[src/rtl/kf6845_crt_timing_generator.sv]
// KF6845 CRTC raster timing core: R0/R1/R4/R5/R6/R9, char/scanline/row counters and line/frame strobes.
// Define KF6845_DISPLAY_ENABLE_EN to get a registered display_enable; otherwise it is tied low.
module kf6845_crt_timing_generator #(
    parameter logic [7:0] H_TOTAL_INIT     = 8'd10,
    parameter logic [7:0] H_DISPLAYED_INIT = 8'd5,
    parameter logic [6:0] V_TOTAL_INIT     = 7'd5,
    parameter logic [4:0] V_ADJUST_INIT    = 5'd0,
    parameter logic [6:0] V_DISPLAYED_INIT = 7'd5,
    parameter logic [4:0] MAX_SCAN_INIT    = 5'd3
) (
    input  logic       clock,
    input  logic       reset_n,
    input  logic       video_clock_enable,
    input  logic [7:0] internal_data_bus,
    input  logic       write_horizontal_total_register,
    input  logic       write_horizontal_displayed_register,
    input  logic       write_vertical_total_register,
    input  logic       write_vertical_total_adjust_register,
    input  logic       write_vertical_displayed_register,
    input  logic       write_maximum_scan_line_register,
    output logic       Horizontal,
    output logic       Horizontal_End,
    output logic       Scanline_End,
    output logic       V_total,
    output logic [4:0] RA,
    output logic       horizontal_display,
    output logic       vertical_display,
    output logic       display_enable
);

    typedef enum logic [0:0] {
        ROWS   = 1'b0,
        ADJUST = 1'b1
    } frame_state_t;

    frame_state_t state_q;
    frame_state_t state_next;

    logic [7:0] r0_h_total;
    logic [7:0] r1_h_displayed;
    logic [6:0] r4_v_total;
    logic [4:0] r5_v_adjust;
    logic [6:0] r6_v_displayed;
    logic [4:0] r9_max_scan;

    logic [7:0] h_count;
    logic [4:0] ra_count;
    logic [6:0] row_count;
    logic [4:0] adj_count;

    logic [7:0] h_next;
    logic [4:0] ra_next;
    logic [6:0] row_next;
    logic [4:0] adj_next;

    logic       h_match;
    logic       hend_match;
    logic       last_scan;
    logic       last_row;
    logic       adj_last;
    logic       strobe_ok;

    logic       h_window_p0;
    logic       v_window_p0;
    logic       h_window_next;
    logic       v_window_next;

    // Strobes decode the registered counters; gating by enable makes them one clock wide.
    always_comb begin
        h_match        = (h_count == r0_h_total);
        hend_match     = (h_count == r1_h_displayed);
        last_scan      = (ra_count == r9_max_scan);
        last_row       = (row_count == r4_v_total);
        adj_last       = (adj_count == (r5_v_adjust - 5'd1));
        strobe_ok      = video_clock_enable & reset_n;
        Horizontal     = strobe_ok & h_match;
        Horizontal_End = strobe_ok & hend_match;
        Scanline_End   = Horizontal & (state_q == ROWS) & last_scan;
        V_total        = Horizontal &
                         (((state_q == ROWS) & last_scan & last_row & (r5_v_adjust == 5'd0)) |
                          ((state_q == ADJUST) & adj_last));
    end

    always_comb begin
        state_next = state_q;
        h_next     = h_match ? 8'd0 : h_count + 8'd1;
        ra_next    = ra_count;
        row_next   = row_count;
        adj_next   = adj_count;
        if (h_match) begin
            case (state_q)
                ROWS: begin
                    if (last_scan) begin
                        ra_next = 5'd0;
                        if (last_row) begin
                            if (r5_v_adjust == 5'd0) begin
                                row_next = 7'd0;
                            end else begin
                                state_next = ADJUST;
                                adj_next   = 5'd0;
                            end
                        end else begin
                            row_next = row_count + 7'd1;
                        end
                    end else begin
                        ra_next = ra_count + 5'd1;
                    end
                end
                ADJUST: begin
                    ra_next = 5'd0;
                    if (adj_last) begin
                        state_next = ROWS;
                        row_next   = 7'd0;
                        adj_next   = 5'd0;
                    end else begin
                        adj_next = adj_count + 5'd1;
                    end
                end
                default: state_next = ROWS;
            endcase
        end
        // Windows are computed from the post-update counters so they line up with h_count/row_count.
        h_window_next = (h_next < r1_h_displayed);
        v_window_next = (row_next < r6_v_displayed) && (state_next == ROWS);
    end

    always_ff @(posedge clock) begin
        if (!reset_n) begin
            state_q   <= ROWS;
            h_count   <= 8'd0;
            ra_count  <= 5'd0;
            row_count <= 7'd0;
            adj_count <= 5'd0;
        end else if (video_clock_enable) begin
            h_count <= h_next;
            if (h_match) begin
                state_q   <= state_next;
                ra_count  <= ra_next;
                row_count <= row_next;
                adj_count <= adj_next;
            end
        end
    end

    // Window stage: registered on enabled char clocks only.
    always_ff @(posedge clock) begin
        if (!reset_n) begin
            h_window_p0 <= 1'b0;
            v_window_p0 <= 1'b0;
        end else if (video_clock_enable) begin
            h_window_p0 <= h_window_next;
            v_window_p0 <= v_window_next;
        end
    end

    // Register writes ignore the char clock enable; compares this cycle still see the old value.
    always_ff @(posedge clock) begin
        if (!reset_n) begin
            r0_h_total     <= H_TOTAL_INIT;
            r1_h_displayed <= H_DISPLAYED_INIT;
            r4_v_total     <= V_TOTAL_INIT;
            r5_v_adjust    <= V_ADJUST_INIT;
            r6_v_displayed <= V_DISPLAYED_INIT;
            r9_max_scan    <= MAX_SCAN_INIT;
        end else begin
            if (write_horizontal_total_register)      r0_h_total     <= internal_data_bus;
            if (write_horizontal_displayed_register)  r1_h_displayed <= internal_data_bus;
            if (write_vertical_total_register)        r4_v_total     <= internal_data_bus[6:0];
            if (write_vertical_total_adjust_register) r5_v_adjust    <= internal_data_bus[4:0];
            if (write_vertical_displayed_register)    r6_v_displayed <= internal_data_bus[6:0];
            if (write_maximum_scan_line_register)     r9_max_scan    <= internal_data_bus[4:0];
        end
    end

    assign RA                 = ra_count;
    assign horizontal_display = h_window_p0;
    assign vertical_display   = v_window_p0;

`ifdef KF6845_DISPLAY_ENABLE_EN
    logic de_p1;

    // Display-enable stage: one enabled char clock behind the windows, matching the MA pipeline.
    always_ff @(posedge clock) begin
        if (!reset_n) begin
            de_p1 <= 1'b0;
        end else if (video_clock_enable) begin
            de_p1 <= h_window_p0 & v_window_p0;
        end
    end

    assign display_enable = de_p1;
`else
    assign display_enable = 1'b0;
`endif

endmodule

[config.mk]
export PLATFORM = sky130hd
export DESIGN_NAME = kf6845_crt_timing_generator
export DESIGN_NICKNAME = d
export VERILOG_FILES = /design/src/rtl/kf6845_crt_timing_generator.sv
export SDC_FILE = /design/constraint.sdc
export NUM_CORES = 1
export LEC_CHECK = 0
export ABC_AREA = 1
export ABC_CLOCK_PERIOD_IN_PS = 2500
export BUFFER_PORTS_ARGS = -buffer_cell sky130_fd_sc_hd__buf_2
export CAP_MARGIN = 5
export CORE_AREA = 2 2 116 118
export DETAILED_ROUTE_END_ITERATION = 16
export DIE_AREA = 0 0 118 120
export GPL_TIMING_DRIVEN = 0
export PLACE_DENSITY = 0.58
export SLEW_MARGIN = 20
export SYNTH_ARGS = -nofsm -noshare
export SYNTH_HDL_FRONTEND = slang
export SYNTH_SLANG_ARGS = --single-unit
[constraint.sdc]
create_clock -name clock -period 2.5 [get_ports clock]
set_input_delay 0.5 -clock clock [delete_from_list [all_inputs] [get_ports clock]]
set_output_delay 0.5 -clock clock [all_outputs]
set_load 0.02 [all_outputs]
==> impl_metrics.env <==
export IMPL_grt_overflow=0
export IMPL_power_density_nw_per_um2=574.0
export IMPL_status="completed"
export IMPL_synthArstFlopShare=0
export IMPL_endpoint="V_total"
export IMPL_leakage_nw=2.264
export IMPL_dp_cells=766
export IMPL_cts_tree="yes"
export IMPL_path_class="reg2out"
export IMPL_totalWireLength_um=11120
export IMPL_num_vias=3836
export IMPL_firstDrtPassIters=5
export IMPL_vias_per_cell=4.759
export IMPL_ios=29
export IMPL_grt_pass1_wl_um=17590
export IMPL_cp_data_arrival_time_ns=1.95
export IMPL_crit_start="r5_v_adjust[0]"
export IMPL_slew_headroom=0.6371
export IMPL_layout_drive_gt1_share=0.2413
export IMPL_netlist_area_sq_um=3819
export IMPL_drc=0
export IMPL_area_growth_pct=29.19
export IMPL_die_h_um=120
export IMPL_worst_setup_path_end_kind="primary output"
export IMPL_finalHoldViolCount=0
export IMPL_crit_path_max_incr_delay_ns=0.35
export IMPL_cts_hold_buf=0
export IMPL_detail_route_antenna_nets=0
export IMPL_fin_crit_sh=0.9793
export IMPL_timing_fmax_ghz=0.4085
export IMPL_cts_buffer_depth=2
export IMPL_syn_avg_cell_area_sq_um=6.759
export IMPL_path_cells="inv_4, ha_4, inv_2, nand2_1, nand2_1, nor2_1, nand2_1, nor2_2, nand2_4, nor2_2, a21oi_1, nor2_1, buf_4"
export IMPL_critPathLaunchType="flip-flop"
export IMPL_fin_skew_ns=0.007695
export IMPL_clock_latency_ns=0.33
export IMPL_yosysSeqAreaShare=0.3565
export IMPL_report_final_setup_viol=0
export IMPL_gp_congestion=0.8341
export IMPL_cts_buffers=9
export IMPL_cts_root_buf="clkbuf_16"
export IMPL_syn_nets=600
export IMPL_final_nets=661
export IMPL_die_x_um=118
export IMPL_fin_crit_ns=2.448
export IMPL_rsz0062_at_grt="yes"
export IMPL_design_die_area_sq_um=14160
export IMPL_std_cell_rows=42
export IMPL_cp_max_fo=5
export IMPL_portBuffers=25
export IMPL_h_tree_depth=3
export IMPL_drt_iter0_drc=260
export IMPL_core_sq_um=12980
export IMPL_cp_required_ns=2.00
export IMPL_first_global_vias=3581
export IMPL_final_cells=806
export IMPL_cpMostUsedCell="nand2_1"
export IMPL_final_cell_area_sq_um=4933
export IMPL_yosys_warnings=0
export IMPL_synth_edf_count=0
export IMPL_tightest_slew_ns=0.5444
export IMPL_ff2ff_setup_slack_ns=0.06
export IMPL_reg2reg_to="vertical_display"
export IMPL_r2r_start="r5_v_adjust[0]"
export IMPL_grt_max_degree=11
export IMPL_final_setup_tns_ns=0
export IMPL_clock_sinks=68
export IMPL_wl_per_cell_um=13.79
export IMPL_final_cell_mix="nand2_1 (109), inv_1 (70), dfxtp_1 (53), o21ai_0 (53), nor2_1 (44)"
export IMPL_place_area_sq_um=4164
export IMPL_dpl_hpwl_um=7788
export IMPL_final_common_cell="nand2_1"
export IMPL_antenna_found_initial=0
export IMPL_ys_seq_elements=68
export IMPL_vdd_drop_max_mv=0.3117
export IMPL_max_cap_viol_count=0
export IMPL_initial_core_util=0.2942
export IMPL_hold_ws_ns=0.4127
export IMPL_synth_flop_cell="dfxtp_1"
export IMPL_crit_slowest_cell="dfxtp_2"
export IMPL_syn_inst=565
export IMPL_reg2reg_depth=21
export IMPL_track_usage=0.1573
export IMPL_hp_class="in2reg"
export IMPL_slew_violations=0
export IMPL_diodes=0
export IMPL_yosysUniqueCellTypes=38
export IMPL_clkSlewWorstSetupHoldPaths_ns=0.05
## layer usage
metal,part of all wire,track usage
met1,0.46,0.1925
met2,0.48,0.2602
met3,0.032,0.03042
met4,0.032,0.08660
met5,0,0
## worst min-delay path by stage
stage	from	endpoint	slack, ns	cells after the start
after floorplan	r6_v_displayed[0]	r6_v_displayed[0]	0.43	2
after global placement	vertical_display	vertical_display	0.44	2
after detailed placement	vertical_display	vertical_display	0.45	2
after CTS	write_horizontal_total_register	r0_h_total[1]	0.40	2
after global routing	write_horizontal_total_register	r0_h_total[3]	0.43	2
final	write_horizontal_total_register	r0_h_total[1]	0.41	2
## final cells by class
type                       count  area, sq um
sequential                    68         1400
inverter                      88        349.1
fill                        1349         8046
clock buffer                  14        274.0
timing repair buffer          50        321.6
buffer                        14        78.83
tap                          176        220.2
multi-input combinational    395         2260
clock inverter                 1        30.03
## flip-flops by register name (all words and copies together), names as in the netlist
| register | count |
|---|---|
| r4_v_total | 7 |
| r6_v_displayed | 7 |
| horizontal_display | 1 |
| adj_count | 5 |
| RA | 5 |
| vertical_display | 1 |
| row_count | 7 |
| h_count | 8 |
| r5_v_adjust | 5 |
| r0_h_total | 8 |
| state_q | 1 |
| r1_h_displayed | 8 |
| r9_max_scan | 5 |
## where the power goes
part | leakage (nW) | total [W] | switching, W | internal [W]
sequential | 0.569 | 0.00117 | 0.0000353 | 0.00113
clock | 0.149 | 0.00132 | 0.000468 | 0.000850
combinational | 1.55 | 0.000347 | 0.000219 | 0.000128
## metrics by stage
stage               worst slack, ns    util  total power [W]
finish                      0.05185  0.3801         0.002832
global route                -0.1575  0.3801         0.002954
CTS                        -0.06454  0.3530         0.002824
detailed placement          -0.3003  0.3208         0.001494
global placement            -0.3009  0.3208         0.001488
floorplan                    0.1085       -         0.001401
## critical path: cells and delay by family (launching register included)
kind	cells	cell delay (ns)
and+or+nand+nor	8	0.71
buffers and inverters	3	0.22
AOI/OAI and AO/OA	1	0.06
adders and majority gates	1	0.26
DFF	1	0.35
## cells in the mapped netlist (2+ instances only)
library cell  number  area [sq um]
clkbuf_1           9         33.78
nor2_2             4         25.02
a21oi_1           46         230.2
nor2_1            53         198.9
o21ai_0           59         295.3
xor2_1             6         52.55
nand3_1           35         175.2
o22ai_1            9         56.30
a211oi_1           5         37.54
nand2_1          119         446.7
nor3_1             8         40.04
xnor2_1            9         78.83
buf_2              3         15.01
inv_2              5         18.77
nand3b_1           3         22.52
o211ai_1           2         15.01
dfxtp_1           68          1361
inv_1             82         307.8
nand4_1            3         18.77
ha_1              18         225.2
nand2_4            2         22.52
## cells by family after synthesis
logic type               share of synthesized area
buffers and inverters                       0.1049
adder cells (fa/ha/maj)                    0.05898
AND/OR/NAND/NOR                             0.2638
other                                    0.0009820
AO/OA/AOI/OAI                               0.1805
flip-flops                                  0.3565
XOR/XNOR                                   0.03440
## timing repair
action | CTS | global route
pin swaps | 10 | 27
setup endpoints to repair | 5 | 4
gates cloned | 0 | 1
setup buffers | 5 | 19
resized for setup | 34 | 67
Power figures use the tool's default switching activity.
